`config.mk`:
```
export PLATFORM = sky130hd
export DESIGN_NAME = mem_port_arbiter
export DESIGN_NICKNAME = d
export VERILOG_FILES = /design/src/rtl/mem_port_arbiter.sv
export SDC_FILE = /design/constraint.sdc
export NUM_CORES = 1
export LEC_CHECK = 0
export ABC_CLOCK_PERIOD_IN_PS = 1450
export CORE_MARGIN = 1
export CORE_UTILIZATION = 45
export DETAILED_ROUTE_END_ITERATION = 6
export DONT_BUFFER_PORTS = 1
export PLACE_DENSITY = 0.7
export SYNTH_ARGS = -nofsm -noshare
export SYNTH_HDL_FRONTEND = slang
export SYNTH_SLANG_ARGS = --single-unit
```
`constraint.sdc`:
```
create_clock -name clk -period 1.45 [get_ports clk]
set_input_delay 0.2175 -clock clk [delete_from_list [all_inputs] [get_ports clk]]
set_output_delay 0.2175 -clock clk [all_outputs]
set_load 0.1 [all_outputs]
```
`src/rtl/mem_port_arbiter.sv`:
```
// mem_port_arbiter
// Shares one memory port between instruction fetch and load/store data access.
// Data has fixed priority over fetch, and only one transaction is in flight at a time.
// Each requester holds its request until it sees a one-cycle valid pulse.
//
// Optional feature: define MEM_ARB_TIMEOUT_EN to add a watchdog.
// A transaction that is still in ISSUE/WAIT after TIMEOUT_CYCLES cycles completes with err=1.
// The selected rdata is forced to 0 in that case.
module mem_port_arbiter #(
  parameter int ADDR_W         = 32,
  parameter int DATA_W         = 32,
  parameter int TIMEOUT_CYCLES = 255
) (
  input  logic                clk,
  input  logic                rst_n,
  input  logic                if_req,
  input  logic [ADDR_W-1:0]   if_addr,
  output logic [DATA_W-1:0]   if_rdata,
  output logic                if_valid,
  input  logic                d_req,
  input  logic                d_we,
  input  logic [ADDR_W-1:0]   d_addr,
  input  logic [DATA_W-1:0]   d_wdata,
  input  logic [DATA_W/8-1:0] d_wstrb,
  output logic [DATA_W-1:0]   d_rdata,
  output logic                d_valid,
  output logic                m_req,
  output logic                m_we,
  output logic [ADDR_W-1:0]   m_addr,
  output logic [DATA_W-1:0]   m_wdata,
  output logic [DATA_W/8-1:0] m_wstrb,
  input  logic                m_gnt,
  input  logic                m_rvalid,
  input  logic [DATA_W-1:0]   m_rdata,
  output logic                grant_src,
  output logic                err
);

  localparam int STRB_W = DATA_W / 8;

  typedef enum logic [1:0] {
    IDLE  = 2'd0,
    ISSUE = 2'd1,
    WAIT  = 2'd2,
    RESP  = 2'd3
  } state_t;

  state_t state_reg, state_next;

  logic              m_req_reg, m_req_next;
  logic              m_we_reg, m_we_next;
  logic [ADDR_W-1:0] m_addr_reg, m_addr_next;
  logic [DATA_W-1:0] m_wdata_reg, m_wdata_next;
  logic [STRB_W-1:0] m_wstrb_reg, m_wstrb_next;
  logic              grant_src_reg, grant_src_next;
  logic              if_valid_reg, if_valid_next;
  logic              d_valid_reg, d_valid_next;
  logic [DATA_W-1:0] if_rdata_reg, if_rdata_next;
  logic [DATA_W-1:0] d_rdata_reg, d_rdata_next;
  logic              err_reg, err_next;

  // High in the last ISSUE/WAIT cycle a transaction is allowed to occupy
  logic timeout_hit;

  // A zero limit would make the watchdog fire before the memory could ever answer
  if (TIMEOUT_CYCLES < 1) begin : g_bad_timeout
    $error("mem_port_arbiter: TIMEOUT_CYCLES must be at least 1");
  end

`ifdef MEM_ARB_TIMEOUT_EN
  localparam int TMO_W = $clog2(TIMEOUT_CYCLES + 1);
  localparam logic [TMO_W-1:0] TMO_LAST = TMO_W'(TIMEOUT_CYCLES - 1);

  logic [TMO_W-1:0] tmo_cnt_reg;

  // Watchdog: cleared while idle, counts every cycle spent in ISSUE or WAIT
  always_ff @(posedge clk or negedge rst_n) begin
    if (!rst_n) begin
      tmo_cnt_reg <= '0;
    end else if (state_reg == ISSUE || state_reg == WAIT) begin
      tmo_cnt_reg <= tmo_cnt_reg + 1'b1;
    end else begin
      tmo_cnt_reg <= '0;
    end
  end

  // The count reaches TIMEOUT_CYCLES at this edge, so RESP follows directly
  assign timeout_hit = (state_reg == ISSUE || state_reg == WAIT) && (tmo_cnt_reg == TMO_LAST);
`else
  assign timeout_hit = 1'b0;
`endif

  // State register
  always_ff @(posedge clk or negedge rst_n) begin
    if (!rst_n) begin
      state_reg <= IDLE;
    end else begin
      state_reg <= state_next;
    end
  end

  // Next-state logic; a real response in WAIT wins over a coincident timeout
  always_comb begin
    state_next = state_reg;
    case (state_reg)
      IDLE: begin
        if (d_req || if_req) state_next = ISSUE;
      end
      ISSUE: begin
        if (timeout_hit)  state_next = RESP;
        else if (m_gnt)   state_next = WAIT;
      end
      WAIT: begin
        if (m_rvalid || timeout_hit) state_next = RESP;
      end
      RESP: begin
        state_next = IDLE;
      end
      default: state_next = IDLE;
    endcase
  end

  // Output logic: next values of the registered outputs
  always_comb begin
    m_req_next     = m_req_reg;
    m_we_next      = m_we_reg;
    m_addr_next    = m_addr_reg;
    m_wdata_next   = m_wdata_reg;
    m_wstrb_next   = m_wstrb_reg;
    grant_src_next = grant_src_reg;
    if_rdata_next  = if_rdata_reg;
    d_rdata_next   = d_rdata_reg;
    if_valid_next  = 1'b0;
    d_valid_next   = 1'b0;
    err_next       = 1'b0;
    case (state_reg)
      IDLE: begin
        if (d_req) begin
          m_req_next     = 1'b1;
          m_we_next      = d_we;
          m_addr_next    = d_addr;
          m_wdata_next   = d_wdata;
          m_wstrb_next   = d_wstrb;
          grant_src_next = 1'b1;
        end else if (if_req) begin
          m_req_next     = 1'b1;
          m_we_next      = 1'b0;
          m_addr_next    = if_addr;
          m_wdata_next   = '0;
          m_wstrb_next   = '0;
          grant_src_next = 1'b0;
        end
      end
      ISSUE: begin
        if (timeout_hit) begin
          m_req_next = 1'b0;
          err_next   = 1'b1;
          if (grant_src_reg) begin
            d_valid_next = 1'b1;
            d_rdata_next = '0;
          end else begin
            if_valid_next = 1'b1;
            if_rdata_next = '0;
          end
        end else if (m_gnt) begin
          m_req_next = 1'b0;
        end
      end
      WAIT: begin
        if (m_rvalid) begin
          if (grant_src_reg) begin
            d_valid_next = 1'b1;
            d_rdata_next = m_rdata;
          end else begin
            if_valid_next = 1'b1;
            if_rdata_next = m_rdata;
          end
        end else if (timeout_hit) begin
          err_next = 1'b1;
          if (grant_src_reg) begin
            d_valid_next = 1'b1;
            d_rdata_next = '0;
          end else begin
            if_valid_next = 1'b1;
            if_rdata_next = '0;
          end
        end
      end
      default: ;
    endcase
  end

  // Output registers; reset aborts any transaction without a response
  always_ff @(posedge clk or negedge rst_n) begin
    if (!rst_n) begin
      m_req_reg     <= 1'b0;
      m_we_reg      <= 1'b0;
      m_addr_reg    <= '0;
      m_wdata_reg   <= '0;
      m_wstrb_reg   <= '0;
      grant_src_reg <= 1'b0;
      if_rdata_reg  <= '0;
      d_rdata_reg   <= '0;
      if_valid_reg  <= 1'b0;
      d_valid_reg   <= 1'b0;
      err_reg       <= 1'b0;
    end else begin
      m_req_reg     <= m_req_next;
      m_we_reg      <= m_we_next;
      m_addr_reg    <= m_addr_next;
      m_wdata_reg   <= m_wdata_next;
      m_wstrb_reg   <= m_wstrb_next;
      grant_src_reg <= grant_src_next;
      if_rdata_reg  <= if_rdata_next;
      d_rdata_reg   <= d_rdata_next;
      if_valid_reg  <= if_valid_next;
      d_valid_reg   <= d_valid_next;
      err_reg       <= err_next;
    end
  end

  assign m_req     = m_req_reg;
  assign m_we      = m_we_reg;
  assign m_addr    = m_addr_reg;
  assign m_wdata   = m_wdata_reg;
  assign m_wstrb   = m_wstrb_reg;
  assign grant_src = grant_src_reg;
  assign if_rdata  = if_rdata_reg;
  assign d_rdata   = d_rdata_reg;
  assign if_valid  = if_valid_reg;
  assign d_valid   = d_valid_reg;
  assign err       = err_reg;

endmodule

```
==> results of run 1 <==
-- area by class of cell --
cell class                 instances  area [um2]
clock buffer                      26         489
fill                             618        2300
multi-input combinational        291        2050
timing repair buffer             268        3470
clock inverter                     6        38.8
inverter                           6        23.8
sequential                       139        3480
tap                              168         210
-- cell usage in the layout (no fill, tap or decap), drive strengths merged --
cell type	Yosys	final
buf	19	158
dfrtp	139	139
nand2	110	110
dlygate4sd3	0	106
mux2	65	65
nand3	38	38
o21ai	34	35
mux2i	32	32
clkbuf	11	30
inv	5	5
clkinv	1	5
ha	4	4
clkinvlp	0	2
nand3b	1	1
or3b	1	1
o221a	1	1
o32a	1	1
nand2b	1	1
a22o	1	1
conb	1	1
-- how the worst max path moves through the flow --
| stage | from | end | slack (ns) | depth (start not counted) |
|---|---|---|---|---|
| 6_report | state_reg[1] | state_reg[1] | -0.13 | 5 |
| 2_1_floorplan | grant_src | if_rdata[22] | -0.12 | 3 |
| 4_1_cts | state_reg[1] | state_reg[1] | -0.11 | 5 |
| 5_1_grt | state_reg[1] | state_reg[1] | -0.15 | 5 |
| 3_3_place_gp | state_reg[1] | state_reg[1] | -0.06 | 5 |
| 3_5_place_dp | state_reg[1] | state_reg[1] | -0.12 | 5 |
-- logic make-up (layout without fill, tap and decap cells) --
logic type      count (synthesis)  count (layout)  synth area share [%]
simple gates                  151             151                  11.2
flops                         139             139                  62.3
mux                            97              97                  18.9
compound gates                 37              38                  3.59
buf+inv                        36             306                  3.00
fa+ha+maj                       4               4                 0.897
other cells                     1               1                0.0672
-- per-stage QoR --
stage / setup slack, ns / util, % / hold slack [ns] / std cells
2_1_floorplan: -0.117 / - / -0.0781 / 465
3_3_place_gp: -0.0594 / 64.9 / -0.0745 / 750
3_5_place_dp: -0.115 / 64.9 / -0.0742 / 750
4_1_cts: -0.113 / 78.5 / -0.519 / 890
5_1_grt: -0.147 / 81.0 / -0.515 / 904
6_report: -0.131 / 81.0 / -0.494 / 904
-- critical path, cell delays in order, from the launching register on --
cell	delay (ns)
sky130_fd_sc_hd__dfrtp_1	0.42
sky130_fd_sc_hd__inv_2	0.10
sky130_fd_sc_hd__ha_4	0.13
sky130_fd_sc_hd__or3b_4	0.38
sky130_fd_sc_hd__o221a_4	0.14
sky130_fd_sc_hd__mux2_4	0.29
-- routing by layer --
layer | GRT usage [%] | part of all wire [%] | vias up
li1 | - | - | 2089
met1 | 29.2 | 36 | 2390
met2 | 50.4 | 53 | 309
met4 | 9.82 | 2.7 | 0
met3 | 9.94 | 8.3 | 52
met5 | 0 | 0 | -
-- what timing repair did --
item | 4_1_cts | 5_1_grt
cloned | 0 | 8
pin swaps | 2 | 4
setup endpoints to repair | 75 | 131
setup buffers | 1 | 7
endpoints found under the hold margin | 261 | 139
resized for setup | 7 | 26
==> flow_summary.yaml, run 1 <==
run_status:
  status: "finished with violations"
  failed_checks: "negative hold slack, negative setup slack"
synth:
  synth_largest_type_area_fraction_pct: 62.3
  synth_cell_types: 23
  syn_nets: 608
  synth_seq_cells: 139
  netlist.top_cell.by_area: "sky130_fd_sc_hd__dfrtp_1"
  library_cell_with_the_highest_instance_count_after_synthesis: "sky130_fd_sc_hd__dfrtp_1"
  syn_area_um2: 5580
  synth_top_cells_by_count: "sky130_fd_sc_hd__dfrtp_1, sky130_fd_sc_hd__nand2_1, sky130_fd_sc_hd__mux2_1"
  syn_area_per_cell_um2: 12.0
  sequential_cell_area_fraction_in_the_yosys_report_pct: 62.3
  synth_top_cells_by_area: "sky130_fd_sc_hd__dfrtp_1, sky130_fd_sc_hd__mux2_1, sky130_fd_sc_hd__nand2_1"
  dominantRegCellSynth: "sky130_fd_sc_hd__dfrtp_1"
  count_of_flip_flops_with_a_built_in_enable_after_synthesis: 0
  postSynthCellCount: 465
  yosys_warns: 0
  postSynth.asyncResetShare_pct: 100
cts:
  clockRootBuffer: "sky130_fd_sc_hd__clkbuf_16"
  hold_buffers: 107
  cts_tree: "built"
  clock_tree.buffer_depth: 2
  cts_inserted_buffers: 17
  cts_sinks: 139
  cts.clk_slew.worst_paths_ns: 0.06
  clkLatencyLatePin_ns: 0.40
  ctsHtreeMaxLevel: 4
cells_and_area:
  cell_area_after_layout_um2: 9760
  area_growth_pct: 74.9
  fin_nets: 866
  ratio_of_cells_with_drive_above_1_in_the_final_layout_pct: 29.6
  n_antenna_cell: 0
detailed_routing:
  drtAntennaViolNets: 0
  finalWirelength_um: 18600
  dr.pass1.iters: 5
  routed_wire_length_per_instance_um: 20.6
  drt_iter0_drc: 354
  detailroute.via_count: 4840
  avgViaCountPerCell: 5.35
  remaining_drc_errors: 0
timing:
  finalHoldWorstSlack_ns: -0.494
  finalWorstPathRequiredPeriod_ns: 1.58
  finalCritPeriodShare_pct: 109
  hold_viol: 139
  slew_headroom_pct: 65.9
  final_max_slew_viol_count: 0
  achievable-frequency_ghz: 0.633
  number_of_endpoints_failing_setup_at_the_final_stage: 70
  timing_worst_slew_pin_value_ns: 0.511
  rsz0062_at_grt: "true"
  fin_skew_ns: 0.00794
  finalSetupTns_ns: -2.85
  setup_slack_ns: -0.131
global_route:
  grt_antenna_before_repair: 0
  gr-usage-all-layers_pct: 27.6
  grt_first_pass_wirelength_um: 26600
  first_global_vias: 4998
  grt_remaining_overflow: 0
  grt_max_degree: 140
critical_path:
  setup.worst_path.end_class: "register"
  setup_slack_of_the_most_critical_reg_to_reg_path_ns: -0.13
  crit_path_max_fanout: 3
  timing.rr.start: "state_reg[1]"
  crit_path_start_kind: "register"
  critPathArrivalTime_ns: 1.87
  worst-setup-path-type: "register to register"
  required_ns: 1.74
  worst-r2r-cell-count: 5
  crit-reg2reg-capture: "state_reg[1]"
floorplanning:
  design.portCount: 277
  die_width_um: 113
  area_enclosed_by_the_die_boundary_um2: 12900
  die_height_um: 113
  fp_rows: 40
  core_region_area_um2: 12100
  initial_utilization_pct: 46.3
hold_path:
  holdCritPathClass: "input port to asynchronous set/reset pin"
placement:
  portBuffers: 0
  finalWeightedCongestion: 0.764
  placement.cell_area_um2: 7830
  detailed_place_hpwl_um: 9760
job:
  max_cap_viol_count: 0
Power of run 1 is left out: the tool's default activity adds up to more than one toggle a clock period on the data nets, which glitch-free logic cannot reach.
==> run 2, diff against run 1 <==
- ABC_CLOCK_PERIOD_IN_PS: 1450 -> 1350
- clock period: 1.45 -> 1.35 ns (I/O delays scaled with it)
==> run 2 against run 1 <==
The flow still finishes with violations (negative hold slack, negative setup slack). Via count increased by 14%. Register-to-register slack got worse by 0.22 ns. Maximum frequency decreased by 6.8%. Final cell count increased by 4.9%. Clock-buffer cell count decreased by 3. Core utilization increased by 9.5 points. Setup slack got worse by 0.22 ns. Non-clock buffer count increased by 45. Critical path depth increased by 4. Die area unchanged.
==> flow_summary.yaml, run 2 (synthesis gave the netlist of run 1 again) <==
critical_path:
  crit_path_start_kind: "register"
  critical_path_launch_point: "state_reg[0]"
  required_ns: 1.65
  worst-setup-path-type: "register to register"
  setup_slack_of_the_most_critical_reg_to_reg_path_ns: -0.35
  crit-reg2reg-capture: "m_req"
  timing.critical_path.to: "m_req"
  crit_path_max_fanout: 6
  worst-r2r-cell-count: 9
  crit_path_cell_trace: "inv_2 -> ha_4 -> buf_6 -> buf_6 -> o21ai_4 -> buf_12 -> buf_12 -> nand2b_4 -> a22o_1"
  critPathArrivalTime_ns: 1.99
  cpMaxStageDelayCell: "sky130_fd_sc_hd__dfrtp_1"
  timing.rr.start: "state_reg[0]"
  timing.critical_path.slowest_cell_delay_ns: 0.42
  setup.worst_path.end_class: "register"
detailed_routing:
  drt_iter0_drc: 378
  detailroute.via_count: 5515
  drtAntennaViolNets: 0
  met2RoutedLength_um: 13400
  routed_wire_length_per_instance_um: 27.9
  dr.pass1.iters: 5
  finalWirelength_um: 26400
  avgViaCountPerCell: 5.82
  maxUsedRoutingLayer: "met4"
  met3RoutedLength_um: 2540
  remaining_drc_errors: 0
  wl_met1_um: 8990
timing:
  achievable-frequency_ghz: 0.589
  setup_slack_ns: -0.347
  finalSetupTns_ns: -39.73
  finalHoldWorstSlack_ns: -0.531
  hold_viol: 140
  rsz0062_at_grt: "true"
  fin_skew_ns: 0.0195
  finalWorstPathRequiredPeriod_ns: 1.70
  final_max_slew_viol_count: 0
  finalCritPeriodShare_pct: 126
  number_of_endpoints_failing_setup_at_the_final_stage: 144
cells_and_area:
  num-fill-cells: 418
  seq_area_um2: 3480
  multi_input_area_um2: 2710
  layout_commonest_cell: "sky130_fd_sc_hd__dfrtp_1"
  filler_free_cell_count_of_the_finished_design: 948
  most-common-layout-cells: "sky130_fd_sc_hd__dfrtp_1, sky130_fd_sc_hd__dlygate4sd3_1, sky130_fd_sc_hd__buf_12"
  ratio_of_cells_with_drive_above_1_in_the_final_layout_pct: 51.0
  fin_nets: 910
  area_growth_pct: 95.4
cts:
  cts_sinks: 139
  clock_tree.buffer_depth: 2
  ctsHtreeMaxLevel: 4
  hold_buffers: 127
  clkLatencyLatePin_ns: 0.44
  cts.clk_slew.worst_paths_ns: 0.07
  cts_inserted_buffers: 17
  clockRootBuffer: "sky130_fd_sc_hd__clkbuf_16"
  cts_tree: "built"
placement:
  detailed_place_hpwl_um: 10500
  detailedPlace.worstSlack_ns: -0.243
  finalWeightedCongestion: 0.808
  portBuffers: 0
  placed_cells: 755
job:
  max_cap_viol_count: 0
floorplanning:
  die_width_um: 113
  core_region_area_um2: 12100
  area_enclosed_by_the_die_boundary_um2: 12900
  fp_rows: 40
  design.portCount: 277
  initial_utilization_pct: 46.3
  die_height_um: 113
global_route:
  grt_max_degree: 140
  grt_antenna_before_repair: 1
  grt_remaining_overflow: 0
  first_global_vias: 5383
  gr-usage-all-layers_pct: 31.6
  grt_first_pass_wirelength_um: 30200
run_status:
  failed_checks: "negative hold slack, negative setup slack"
  status: "finished with violations"
hold_path:
  holdCritPathClass: "input port to asynchronous set/reset pin"
## run 2: changes by cell type in the layout (fill, tap and decap cells not counted), sizes merged
| cell | delta |
|---|---|
| o21ai | -1 |
| clkbuf | +3 |
| diode | +1 |
| dlygate4sd3 | +20 |
| buf | +19 |
| clkinvlp | -1 |
| inv | +1 |
| clkinv | +2 |
## run 2: metrics by stage
step,hold slack (ns),utilization [%],cell area [um2]
finish,-0.531,90.4,10900
global route,-0.544,90.4,10900
CTS,-0.541,80.0,9650
detailed placement,-0.0911,63.5,7660
global placement,-0.0906,63.5,7660
floorplan,-0.0931,-,5620
## run 2: area by class of cell
cell class                 count  share of cell area [%]
timing repair buffer         313                    36.3
sequential                   139                    31.9
multi-input combinational    290                    24.9
clock buffer                  23                    4.29
tap                          168                    1.93
clock inverter                 8                   0.425
inverter                       6                   0.229
antenna                        1                  0.0229
## run 2: routing by layer
metal  track usage [%]  up-vias
met4              15.3        0
met1              34.8     2737
met3              9.72      131
met5                 0        -
li1                  -     2176
met2              55.5      471
## run 2: how the worst min path moves through the flow
| stage | startpoint | end | slack [ns] | cells past startpoint |
|---|---|---|---|---|
| floorplan | rst_n | d_rdata[0] | -0.09 | 0 |
| global placement | rst_n | m_addr[15] | -0.09 | 0 |
| detailed placement | rst_n | m_addr[31] | -0.09 | 0 |
| CTS | rst_n | m_addr[31] | -0.54 | 0 |
| global route | rst_n | m_addr[31] | -0.54 | 0 |
| finish | rst_n | m_addr[31] | -0.53 | 0 |
## run 2: worst max-delay path, delay by kind of cell (launching register included)
kind	cells	cell delay, ns
DFF	1	0.42
and+or+nand+nor	1	0.04
AOI/OAI and AO/OA	2	0.29
adders and majority gates	1	0.17
buffers and inverters	5	0.62
## run 2: repair_timing
action                                 4_1_cts  5_1_grt
gates resized for setup                     12      248
endpoints found under the hold margin      271      139
setup endpoints to repair                  138      137
cloned                                       2       14
pin swaps                                    2       49
buffers inserted                             9       13
Power of run 2 is left out for the same reason.
